## config.mk

```make
export PLATFORM = sky130hd
export DESIGN_NAME = micro_op_sequencer
export DESIGN_NICKNAME = d
export VERILOG_FILES = /design/src/rtl/micro_op_sequencer.sv
export SDC_FILE = /design/constraint.sdc
export NUM_CORES = 1
export LEC_CHECK = 0
export CORE_ASPECT_RATIO = 1.25
export CORE_MARGIN = 2
export CORE_UTILIZATION = 45
export DETAILED_ROUTE_END_ITERATION = 8
export PLACE_DENSITY = 0.74
export RECOVER_POWER = 25
export SLEW_MARGIN = 20
export SYNTH_ARGS = -nofsm -noshare
export SYNTH_HDL_FRONTEND = slang
export SYNTH_SLANG_ARGS = --single-unit
```

## constraint.sdc

```tcl
create_clock -name clk_i -period 4.5 [get_ports clk_i]
set_input_delay 0.9 -clock clk_i [delete_from_list [all_inputs] [get_ports clk_i]]
set_output_delay 0.9 -clock clk_i [all_outputs]
set_load 0.05 [all_outputs]
```

## src/rtl/micro_op_sequencer.sv

```systemverilog
// Micro-op sequencer between the IF/ID latch and decode control: splits CALL/RET/RTI into
// two sub-ops and injects the two-part interrupt sequence at an instruction boundary.
module micro_op_sequencer #(
  parameter int             OPW     = 5,
  parameter logic [OPW-1:0] NOP_OP  = 5'b00000,
  parameter logic [OPW-1:0] IRQ_OP1 = 5'b11110,
  parameter logic [OPW-1:0] IRQ_OP2 = 5'b11111
) (
  input  logic           clk_i,
  input  logic           rst_ni,
  input  logic           instr_valid_i,
  input  logic [OPW-1:0] opcode_in_i,
  output logic           in_ready_o,
  input  logic           stall_i,
  input  logic           flush_i,
  input  logic           interrupt_i,
  output logic [OPW-1:0] op_out_o,
  output logic           op_valid_o,
  output logic           irq_ack_o,
  output logic           illegal_op_o,
  output logic           busy_o
);

  // state  | meaning
  // RUN    | pass-through, instruction boundary
  // SECOND | issue saved second half of a macro-op
  // IRQ2   | issue IRQ_OP2 (atomic, flush ignored)
  typedef enum logic [1:0] {RUN, SECOND, IRQ2} state_e;

  localparam logic [OPW-1:0] CALL1 = 5'b11000;
  localparam logic [OPW-1:0] CALL2 = 5'b11001;
  localparam logic [OPW-1:0] RET1  = 5'b11010;
  localparam logic [OPW-1:0] RET2  = 5'b11011;
  localparam logic [OPW-1:0] RTI1  = 5'b11100;
  localparam logic [OPW-1:0] RTI2  = 5'b11101;

  state_e         state_q, state_d;
  logic [OPW-1:0] op_q, op_d;
  logic [OPW-1:0] saved_q, saved_d;
  logic           valid_q, valid_d;
  logic           ack_q, ack_d;
  logic           illegal_q, illegal_d;
  logic           pend_q, pend_d;
  logic           prev_q, prev_d;
  logic           irq_clear;

  assign in_ready_o   = (state_q == RUN) & ~pend_q & ~stall_i & ~flush_i;
  assign busy_o       = (state_q != RUN);
  assign op_out_o     = op_q;
  assign op_valid_o   = valid_q;
  assign irq_ack_o    = ack_q;
  assign illegal_op_o = illegal_q;

  always_comb begin
    state_d   = state_q;
    op_d      = op_q;
    valid_d   = valid_q;
    saved_d   = saved_q;
    ack_d     = 1'b0;
    illegal_d = 1'b0;
    irq_clear = 1'b0;
    prev_d    = interrupt_i;

    if (flush_i && state_q != IRQ2) begin
      op_d    = NOP_OP;
      valid_d = 1'b0;
      state_d = RUN;
      saved_d = NOP_OP;
    end else if (!stall_i) begin
      unique case (state_q)
        RUN: begin
          if (pend_q) begin
            op_d      = IRQ_OP1;
            valid_d   = 1'b1;
            ack_d     = 1'b1;
            irq_clear = 1'b1;
            state_d   = IRQ2;
          end else if (instr_valid_i) begin
            op_d    = opcode_in_i;
            valid_d = 1'b1;
            unique case (opcode_in_i)
              CALL1: begin saved_d = CALL2; state_d = SECOND; end
              RET1:  begin saved_d = RET2;  state_d = SECOND; end
              RTI1:  begin saved_d = RTI2;  state_d = SECOND; end
              CALL2, RET2, RTI2, IRQ_OP1, IRQ_OP2: begin
                op_d      = NOP_OP;
                valid_d   = 1'b0;
                illegal_d = 1'b1;
              end
              default: ;
            endcase
          end else begin
            op_d    = NOP_OP;
            valid_d = 1'b0;
          end
        end
        SECOND: begin
          op_d    = saved_q;
          valid_d = 1'b1;
          state_d = RUN;
        end
        IRQ2: begin
          op_d    = IRQ_OP2;
          valid_d = 1'b1;
          state_d = RUN;
        end
        default: state_d = RUN;
      endcase
    end

    // A new rising edge wins over a same-cycle clear.
    pend_d = (interrupt_i & ~prev_q) | (pend_q & ~irq_clear);
  end

  always_ff @(posedge clk_i or negedge rst_ni) begin
    if (!rst_ni) begin
      state_q   <= RUN;
      op_q      <= NOP_OP;
      valid_q   <= 1'b0;
      saved_q   <= NOP_OP;
      ack_q     <= 1'b0;
      illegal_q <= 1'b0;
      pend_q    <= 1'b0;
      prev_q    <= 1'b0;
    end else begin
      state_q   <= state_d;
      op_q      <= op_d;
      valid_q   <= valid_d;
      saved_q   <= saved_d;
      ack_q     <= ack_d;
      illegal_q <= illegal_d;
      pend_q    <= pend_d;
      prev_q    <= prev_d;
    end
  end

endmodule

```

==> flow_metrics.env, run 1 <==
export IMPL_status="finished, final reports clean"
export IMPL_cp_common_cell="clkdlybuf4s50_1"
export IMPL_finalSetupViolCount=0
export IMPL_synth_common_cells="dfrtp_1 (15), nor2_1 (12), nand2_1 (10)"
export IMPL_path_cells="clkdlybuf4s50_1 -> nand2b_1 -> nor3_1 -> clkdlybuf4s50_1"
export IMPL_drt_pass1_iterations=5
export IMPL_syn_cell_area_um2=865
export IMPL_regArea_um2=375
export IMPL_vias=835
export IMPL_synth_cell_type_count=26
export IMPL_hpwl_um=1520
export IMPL_synthCells=95
export IMPL_drc=0
export IMPL_rr_worst_depth=5
export IMPL_multi_input_area_um2=459
export IMPL_startpoint_type="input port"
export IMPL_clkTransAtPathRegs_ns=0.09
export IMPL_yosys_most_used_dff="dfrtp_1"
export IMPL_portBuffers=20
export IMPL_period_minus_slack_ns=3.55
export IMPL_synth_edf_count=0
export IMPL_cts_buffers=3
export IMPL_rr_startpoint="state_q[0]"
export IMPL_synth_avg_cell_area_um2=9.10
export IMPL_hp_class="reg2reg"
export IMPL_max_slew_margin_pct=55.9
export IMPL_drt_iter0_drc=41
export IMPL_end_kind="output port"
export IMPL_yosysWarnings=0
export IMPL_fillerInstances=175
export IMPL_placed_cell_area_um2=1080
export IMPL_nets=132
export IMPL_synthArstFlopShare_pct=100
export IMPL_fmax_mhz=282
export IMPL_synth_seq_area_share_pct=43.4
export IMPL_p_per_area_nw_per_um2=609
export IMPL_ir_drop_mv=0.357
export IMPL_areaGrowthSynthToFinish_pct=27.6
export IMPL_crit_required_ns=3.60
export IMPL_cp_arrival_ns=2.65
export IMPL_drv_cap=0
export IMPL_grt_usage_pct=19.9
export IMPL_grt_ovfl_total=0
export IMPL_synth_seq_cells=15
export IMPL_place_inst=131
export IMPL_cts_sinks=15
export IMPL_cts_buffer_depth=2
export IMPL_finClkSkew_ns=0.00357
export IMPL_wl_um=2090
export IMPL_cts_hold_buf=0
export IMPL_grt_pass1_vias=752
export IMPL_hold_viol_final=0
export IMPL_tightest_slew_ns=0.659
export IMPL_rsz0062_at_grt="no"
export IMPL_die_h_um=53.0
export IMPL_wire_per_inst_um=15.5
export IMPL_critical_path_class="in2out"
export IMPL_instances_no_fill=135
export IMPL_period_share_pct=78.8
export IMPL_place_gp_congestion=0.897
export IMPL_io_pins=21
export IMPL_grt_max_degree=16
export IMPL_cp_slowest_stage_delay_ns=0.82
export IMPL_vias_per_cell=6.19
export IMPL_crit_path_max_fanout=10
export IMPL_whs_path_depth=1
export IMPL_grt_antenna_before_repair=0
export IMPL_grt_pass1_wl_um=3420
export IMPL_cts_root_buf="clkbuf_4"
export IMPL_drv_slew=0
export IMPL_die_area_um2=2290
export IMPL_synth_top_cell_by_area="dfrtp_1"
export IMPL_rows=17
export IMPL_crit_start="stall_i"
export IMPL_num_antenna_cells=0
export IMPL_drive_above_1_share_pct=6.03
export IMPL_ant_nets=0
export IMPL_setup_tns_ns=0
export IMPL_hold_path_startpoint="prev_q"
export IMPL_ys_top_cells_by_area="dfrtp_1 (43%), ha_1 (5.8%), nor2_1 (5.2%)"
export IMPL_start_util_pct=48.4
export IMPL_cpMaxStageDelayCell="clkdlybuf4s50_1"
export IMPL_clk_latency_ns=0.28
export IMPL_syn_nets=110
export IMPL_postCtsSetupRepairBufs=0
export IMPL_die_w_um=43.2
export IMPL_leakagePower_uw=0.000475
export IMPL_htree_num_levels=1
export IMPL_design_area_um2=1100
export IMPL_synth_top_area_share_pct=43.4
export IMPL_placeableCoreArea_um2=1790
export IMPL_cts_repair_resized=0
export IMPL_synth_most_common_cell="dfrtp_1"
export IMPL_cts_tree="yes"
==> worst max-delay path: cells and delay by family <==
family	cells	cell delay, ns
buffers and inverters	2	1.38
and+or+nand+nor	2	0.36
==> area by class of cell <==
| class | count | area share [%] |
|---|---|---|
| Inverter | 5 | 1.70 |
| Tap cell | 19 | 2.15 |
| Timing Repair Buffer | 20 | 18.1 |
| Multi-Input combinational cell | 72 | 41.6 |
| Sequential cell | 15 | 34.0 |
| Clock buffer | 4 | 2.38 |
==> path summary, 6_finish.rpt <==
check                                    to  slack (ns)
max in group asynchronous       op_out_o[1]        3.00
worst max register to register  op_out_o[1]        2.58
worst min-delay path                 pend_q        0.43
min in group asynchronous         irq_ack_o        1.08
worst min register to register       pend_q        0.43
worst max-delay path             in_ready_o        0.95
==> report_power, final <==
group / switching [uW] / total, uW / internal (uW)
combinational: 246 / 390 / 145
sequential: 30.4 / 203 / 173
clock: 44.0 / 78.5 / 34.4
total: 320 / 672 / 352
==> through the flow <==
step / setup slack [ns] / power, uW / util [%] / hold slack (ns)
floorplan: 1.31 / 471 / - / 0.400
global placement: 0.988 / 587 / 60.3 / 0.408
detailed placement: 0.945 / 591 / 60.3 / 0.419
CTS: 0.955 / 671 / 61.8 / 0.431
global route: 0.880 / 708 / 61.8 / 0.453
finish: 0.954 / 672 / 61.8 / 0.425
==> sequential cells by signal, summed over array words and instances, names as in the netlist <==
| name | count |
|---|---|
| illegal_op_o | 1 |
| irq_ack_o | 1 |
| op_out_o | 5 |
| op_valid_o | 1 |
| pend_q | 1 |
| prev_q | 1 |
| saved_q | 3 |
| state_q | 2 |
==> layout by cell type (no fill, tap or decap) <==
cell,count
clkdlybuf4s50_1,18
dfrtp_1,15
nor2_1,12
nand2_1,10
inv_1,5
nand2b_1,4
o21ai_0,4
nand3_1,4
a21o_1,4
a21oi_1,4
ha_1,4
o2bb2ai_1,3
o211ai_1,3
a31oi_1,3
clkbuf_4,3
nor2b_1,2
a311oi_1,2
a22o_1,2
a2bb2oi_1,2
mux2_2,2
dlygate4sd3_1,2
nor3_1,1
a221o_1,1
or3_1,1
o22a_1,1
or2_2,1
nor4b_1,1
o221a_2,1
clkbuf_1,1
==> cells by family after synthesis <==
| group | count (synthesis) | synth area share (%) |
|---|---|---|
| buffers and inverters | 8 | 3.47 |
| AND/OR/NAND/NOR | 36 | 19.2 |
| multiplexers | 2 | 2.60 |
| AO/OA/AOI/OAI | 30 | 25.5 |
| adder cells (fa/ha/maj) | 4 | 5.79 |
| flip-flops | 15 | 43.4 |
==> layer usage <==
| layer | GRT usage, % | share of wire [%] | vias to the layer above | wire length, um |
|---|---|---|---|---|
| li1 | - | - | 391 | - |
| met1 | 25.9 | 45 | 390 | 947 |
| met2 | 32.8 | 47 | 49 | 982 |
| met3 | 2.05 | 6.2 | 5 | 129 |
| met4 | 9.09 | 1.6 | 0 | 34 |
| met5 | 0 | 0 | - | 0 |
Power figures use the tool's default switching activity.
==> run 2, diff against run 1 <==
--- a/config.mk
+++ b/config.mk
@@ -7,7 +7,7 @@
 export LEC_CHECK = 0
 export CORE_ASPECT_RATIO = 1.25
 export CORE_MARGIN = 2
-export CORE_UTILIZATION = 45
+export CORE_UTILIZATION = 43
 export DETAILED_ROUTE_END_ITERATION = 8
 export PLACE_DENSITY = 0.74
 export RECOVER_POWER = 25
==> constraint.sdc (replaced) <==
create_clock -name clk_i -period 3.05 [get_ports clk_i]
set_input_delay 0.61 -clock clk_i [delete_from_list [all_inputs] [get_ports clk_i]]
set_output_delay 0.61 -clock clk_i [all_outputs]
set_load 0.05 [all_outputs]
==> run 2 against run 1 <==
Against the previous run: final cell count up 0.74%; die area is 4.3% higher; sequential power rose by 48%; sequential share of layout area is 0.34 points lower; worst hold slack better by 0.0051 ns; wire length fell by 7.3%; clock power is 52% higher; critical path type is now reg2out; largest cell class unchanged; largest power group unchanged; highest routed layer unchanged.
==> flow_metrics.env, run 2 (same netlist as run 1, synthesis figures left out) <==
export IMPL_drive_above_1_share_pct=6.90
export IMPL_drv_cap=0
export IMPL_die_w_um=44.1
export IMPL_drt_pass1_iterations=4
export IMPL_max_slew_margin_pct=54.7
export IMPL_fmax_mhz=385
export IMPL_fin_ws_ns=0.454
export IMPL_cts_root_buf="clkbuf_4"
export IMPL_vias=794
export IMPL_place_gp_congestion=0.807
export IMPL_p_per_area_nw_per_um2=887
export IMPL_crit_required_ns=2.44
export IMPL_design_area_um2=1110
export IMPL_tightest_slew_ns=0.677
export IMPL_largest_reg_flops=5
export IMPL_layout_commonest_cell="clkdlybuf4s50_1"
export IMPL_num_antenna_cells=0
export IMPL_drv_slew=0
export IMPL_setup_tns_ns=0
export IMPL_hold_viol_final=0
export IMPL_mostFrequentLayoutCells="clkdlybuf4s50_1 (17), dfrtp_1 (15), nor2_1 (12), nand2_1 (10), inv_1 (5)"
export IMPL_drt_iter0_drc=20
export IMPL_start_util_pct=44.6
export IMPL_cts_tree="yes"
export IMPL_hp_class="reg2reg"
export IMPL_highest_layer="met4"
export IMPL_cts_repair_resized=0
export IMPL_cts_hold_buf=0
export IMPL_placed_cell_area_um2=1090
export IMPL_grt_usage_pct=19.5
export IMPL_grt_pass1_wl_um=3310
export IMPL_portBuffers=20
export IMPL_wl_met3_um=86
export IMPL_areaGrowthSynthToFinish_pct=28.9
export IMPL_cp_arrival_ns=1.99
export IMPL_grt_ovfl_total=0
export IMPL_nets=132
export IMPL_cts_buffer_depth=2
export IMPL_holdWs_ns=0.431
export IMPL_crit_path_max_fanout=7
export IMPL_grt_antenna_before_repair=0
export IMPL_critical_path_class="reg2out"
export IMPL_startpoint_type="register"
export IMPL_wl_met1_um=852
export IMPL_ant_nets=0
export IMPL_cts_sinks=15
export IMPL_drc=0
export IMPL_postCtsSetupRepairBufs=0
export IMPL_htree_num_levels=1
export IMPL_hpwl_um=1470
export IMPL_pre_cts_slack_ns=0.562
export IMPL_rows=18
export IMPL_clkTransAtPathRegs_ns=0.09
export IMPL_cts_buffers=3
export IMPL_leakagePower_uw=0.000480
export IMPL_die_area_um2=2390
export IMPL_io_pins=21
export IMPL_clk_latency_ns=0.29
export IMPL_wl_um=1940
export IMPL_ir_drop_mv=0.539
export IMPL_vias_per_cell=5.84
export IMPL_grt_max_degree=16
export IMPL_grt_pass1_vias=770
export IMPL_placeableCoreArea_um2=1940
export IMPL_status="finished, final reports clean"
export IMPL_wire_per_inst_um=14.3
export IMPL_wl_met2_um=940
export IMPL_period_minus_slack_ns=2.60
export IMPL_period_share_pct=85.1
export IMPL_die_h_um=54.1
export IMPL_end_kind="output port"
export IMPL_finClkSkew_ns=0.00434
export IMPL_finalSetupViolCount=0
export IMPL_rsz0062_at_grt="no"
[run 2: cell count changes in the layout (fill, tap and decap cells not counted), sizes merged]
cell and delta:
buf +1, clkdlybuf4s50 -1
[run 2: stage by stage]
stage | instances | utilization, % | total power, uW
after global routing | 136 | 57.6 | 1050
after global placement | 132 | 56.2 | 870
after detailed placement | 132 | 56.2 | 873
after floorplan | 95 | - | 695
final | 136 | 57.6 | 989
after CTS | 136 | 57.6 | 996
[run 2: area by class of cell]
| class | count | area [um2] |
|---|---|---|
| clock buffer | 4 | 26.3 |
| fill | 173 | 822 |
| inverter | 5 | 18.8 |
| multi-input combinational | 72 | 459 |
| sequential | 15 | 375 |
| tap | 20 | 25.0 |
| timing repair buffer | 20 | 210 |
[run 2: final timing paths]
path / cells after the start / start / to / slack [ns]
worst max-delay path: 4 / state_q[0] / busy_o / 0.45
worst min-delay path: 1 / prev_q / pend_q / 0.43
worst max register to register: 6 / state_q[0] / saved_q[1] / 1.16
worst min register to register: 1 / prev_q / pend_q / 0.43
max in group asynchronous: 1 / rst_ni / irq_ack_o / 1.83
min in group asynchronous: 1 / rst_ni / op_out_o[0] / 0.79
[run 2: worst max-delay path, cell delays in order, from the launching register on]
cell             delay (ns)
dfrtp_1                0.46
inv_1                  0.09
ha_1                   0.24
inv_1                  0.10
clkdlybuf4s50_1        0.81
[run 2: layer usage]
layer / track usage (%) / vias up
met4: 12.6 / 0
met5: 0 / -
met1: 23.2 / 375
met2: 32.1 / 27
met3: 3.69 / 7
li1: - / 385
[run 2: power by group]
part | switching (uW) | internal [uW] | total, uW
Combinational | 354 | 217 | 570
Clock | 67.6 | 50.9 | 119
Sequential | 44.5 | 255 | 300
==> run 3, diff against run 2 <==
--- a/config.mk
+++ b/config.mk
@@ -6,7 +6,6 @@
 export NUM_CORES = 1
 export LEC_CHECK = 0
 export CORE_ASPECT_RATIO = 1.25
-export CORE_MARGIN = 2
 export CORE_UTILIZATION = 43
 export DETAILED_ROUTE_END_ITERATION = 8
 export PLACE_DENSITY = 0.74
==> run 3 against run 2 <==
Against the previous run: power down 0.21%; wire length down 0.10%; non-clock buffer count unchanged; critical path depth unchanged; worst hold slack worse by 0.0016 ns; sequential power about the same; sequential cell count unchanged; die area down 8.1%; combinational power about the same; sequential share of layout area about the same; critical path type unchanged; via count down 1.5%; worst setup slack better by 0.0012 ns.
==> flow_metrics.env, run 3 (same netlist as run 1, synthesis figures left out) <==
export IMPL_status="finished, final reports clean"
export IMPL_regToRegSetupSlack_ns=1.18
export IMPL_p_per_area_nw_per_um2=886
export IMPL_clkTransAtPathRegs_ns=0.09
export IMPL_whs_path_depth=1
export IMPL_wire_per_inst_um=14.4
export IMPL_drt_pass1_iterations=4
export IMPL_placeableCoreArea_um2=1830
export IMPL_hold_path_startpoint="prev_q"
export IMPL_end_kind="output port"
export IMPL_ir_drop_mv=0.485
export IMPL_grt_ovfl_total=0
export IMPL_placed_cell_area_um2=1090
export IMPL_drt_iter0_drc=11
export IMPL_num_antenna_cells=0
export IMPL_max_slew_margin_pct=54.3
export IMPL_comb_power_share_pct=57.7
export IMPL_hpwl_um=1440
export IMPL_grt_usage_pct=19.7
export IMPL_fmax_mhz=385
export IMPL_largest_reg_flops=5
export IMPL_setup_tns_ns=0
export IMPL_cts_buffers=3
export IMPL_vias_per_cell=5.79
export IMPL_die_h_um=52.1
export IMPL_intPower_uw=523
export IMPL_grt_pass1_vias=752
export IMPL_wl_um=1940
export IMPL_hp_class="reg2reg"
export IMPL_cts_sinks=15
export IMPL_cts_buffer_depth=2
export IMPL_multi_input_area_um2=459
export IMPL_io_pins=21
export IMPL_p_seq_share_pct=30.5
export IMPL_finalSetupViolCount=0
export IMPL_die_area_um2=2200
export IMPL_clkPwrFrac_pct=11.8
export IMPL_clk_latency_ns=0.29
export IMPL_cts_root_buf="clkbuf_4"
export IMPL_grt_max_degree=16
export IMPL_place_gp_congestion=0.824
export IMPL_period_minus_slack_ns=2.59
export IMPL_cts_hold_buf=0
export IMPL_rr_worst_depth=5
export IMPL_p_switching_uw=464
export IMPL_drive_above_1_share_pct=6.90
export IMPL_postCtsSetupRepairBufs=0
export IMPL_crit_path_max_fanout=7
export IMPL_design_area_um2=1110
export IMPL_hold_viol_final=0
export IMPL_cts_tree="yes"
export IMPL_areaGrowthSynthToFinish_pct=28.8
export IMPL_r2r_end="op_out_o[2]"
export IMPL_period_share_pct=85.1
export IMPL_hold_end="pend_q"
export IMPL_crit_required_ns=2.44
export IMPL_drc=0
export IMPL_finClkSkew_ns=0.00148
export IMPL_regArea_um2=375
export IMPL_mostFrequentLayoutCells="clkdlybuf4s50_1 (17), dfrtp_1 (15), nor2_1 (12), nand2_1 (10), inv_1 (5)"
export IMPL_fillerInstances=161
export IMPL_ant_nets=0
export IMPL_rsz0062_at_grt="no"
export IMPL_rr_startpoint="state_q[0]"
export IMPL_rows=17
export IMPL_layout_commonest_cell="clkdlybuf4s50_1"
export IMPL_grt_antenna_before_repair=0
export IMPL_die_w_um=42.1
export IMPL_cts_repair_resized=0
export IMPL_nets=132
export IMPL_startpoint_type="register"
export IMPL_critical_path_class="reg2out"
export IMPL_portBuffers=20
export IMPL_grt_pass1_wl_um=3230
export IMPL_swShare_pct=47.0
export IMPL_drv_slew=0
export IMPL_cp_arrival_ns=1.98
export IMPL_start_util_pct=47.3
export IMPL_leakagePower_uw=0.000480
export IMPL_htree_num_levels=1
export IMPL_tightest_slew_ns=0.684
export IMPL_vias=782
export IMPL_drv_cap=0
==> run 3: layout make-up <==
class	count	area share, %
clock buffers	4	2.36
inverters	5	1.69
multi-input cells	72	41.2
flip-flops and latches	15	33.7
well taps	19	2.13
repair buffers	20	18.9
==> run 3: how the worst max path moves through the flow <==
stage	start	to	slack, ns
after CTS	state_q[0]	busy_o	0.45
after detailed placement	stall_i	in_ready_o	0.57
after floorplan	stall_i	in_ready_o	0.44
after global routing	state_q[0]	busy_o	0.33
final	state_q[0]	busy_o	0.46
after global placement	stall_i	in_ready_o	0.59
==> run 3: per-layer routing <==
| metal | track usage (%) | part of all wire (%) |
|---|---|---|
| met1 | 22.9 | 47 |
| met2 | 34.9 | 47 |
| met3 | 2.43 | 4.0 |
| met4 | 10.9 | 2.1 |
| met5 | 0 | 0 |
==> run 3: power by group through the flow <==
stage / sequential [uW] / combinational (uW) / clock [uW]
2_1_floorplan: 431 / 265 / 0
3_3_place_gp: 304 / 566 / 0
3_5_place_dp: 305 / 569 / 0
4_1_cts: 301 / 574 / 119
5_1_grt: 310 / 612 / 125
6_report: 301 / 570 / 116
==> run 3: per-stage QoR <==
stage               hold slack, ns  setup slack, ns  std cells  power [uW]  util [%]
global placement             0.405            0.585        131         870      59.4
CTS                          0.434            0.451        135         995      60.9
global route                 0.456            0.332        135        1050      60.9
floorplan                    0.314            0.440         95         695         -
detailed placement           0.422            0.566        131         874      59.4
finish                       0.429            0.455        135         987      60.9
==> run 3: critical path: stages, from the launching register on <==
cell and delay, ns:
dfrtp_1 0.46, inv_1 0.09, ha_1 0.24, inv_1 0.10, clkdlybuf4s50_1 0.80
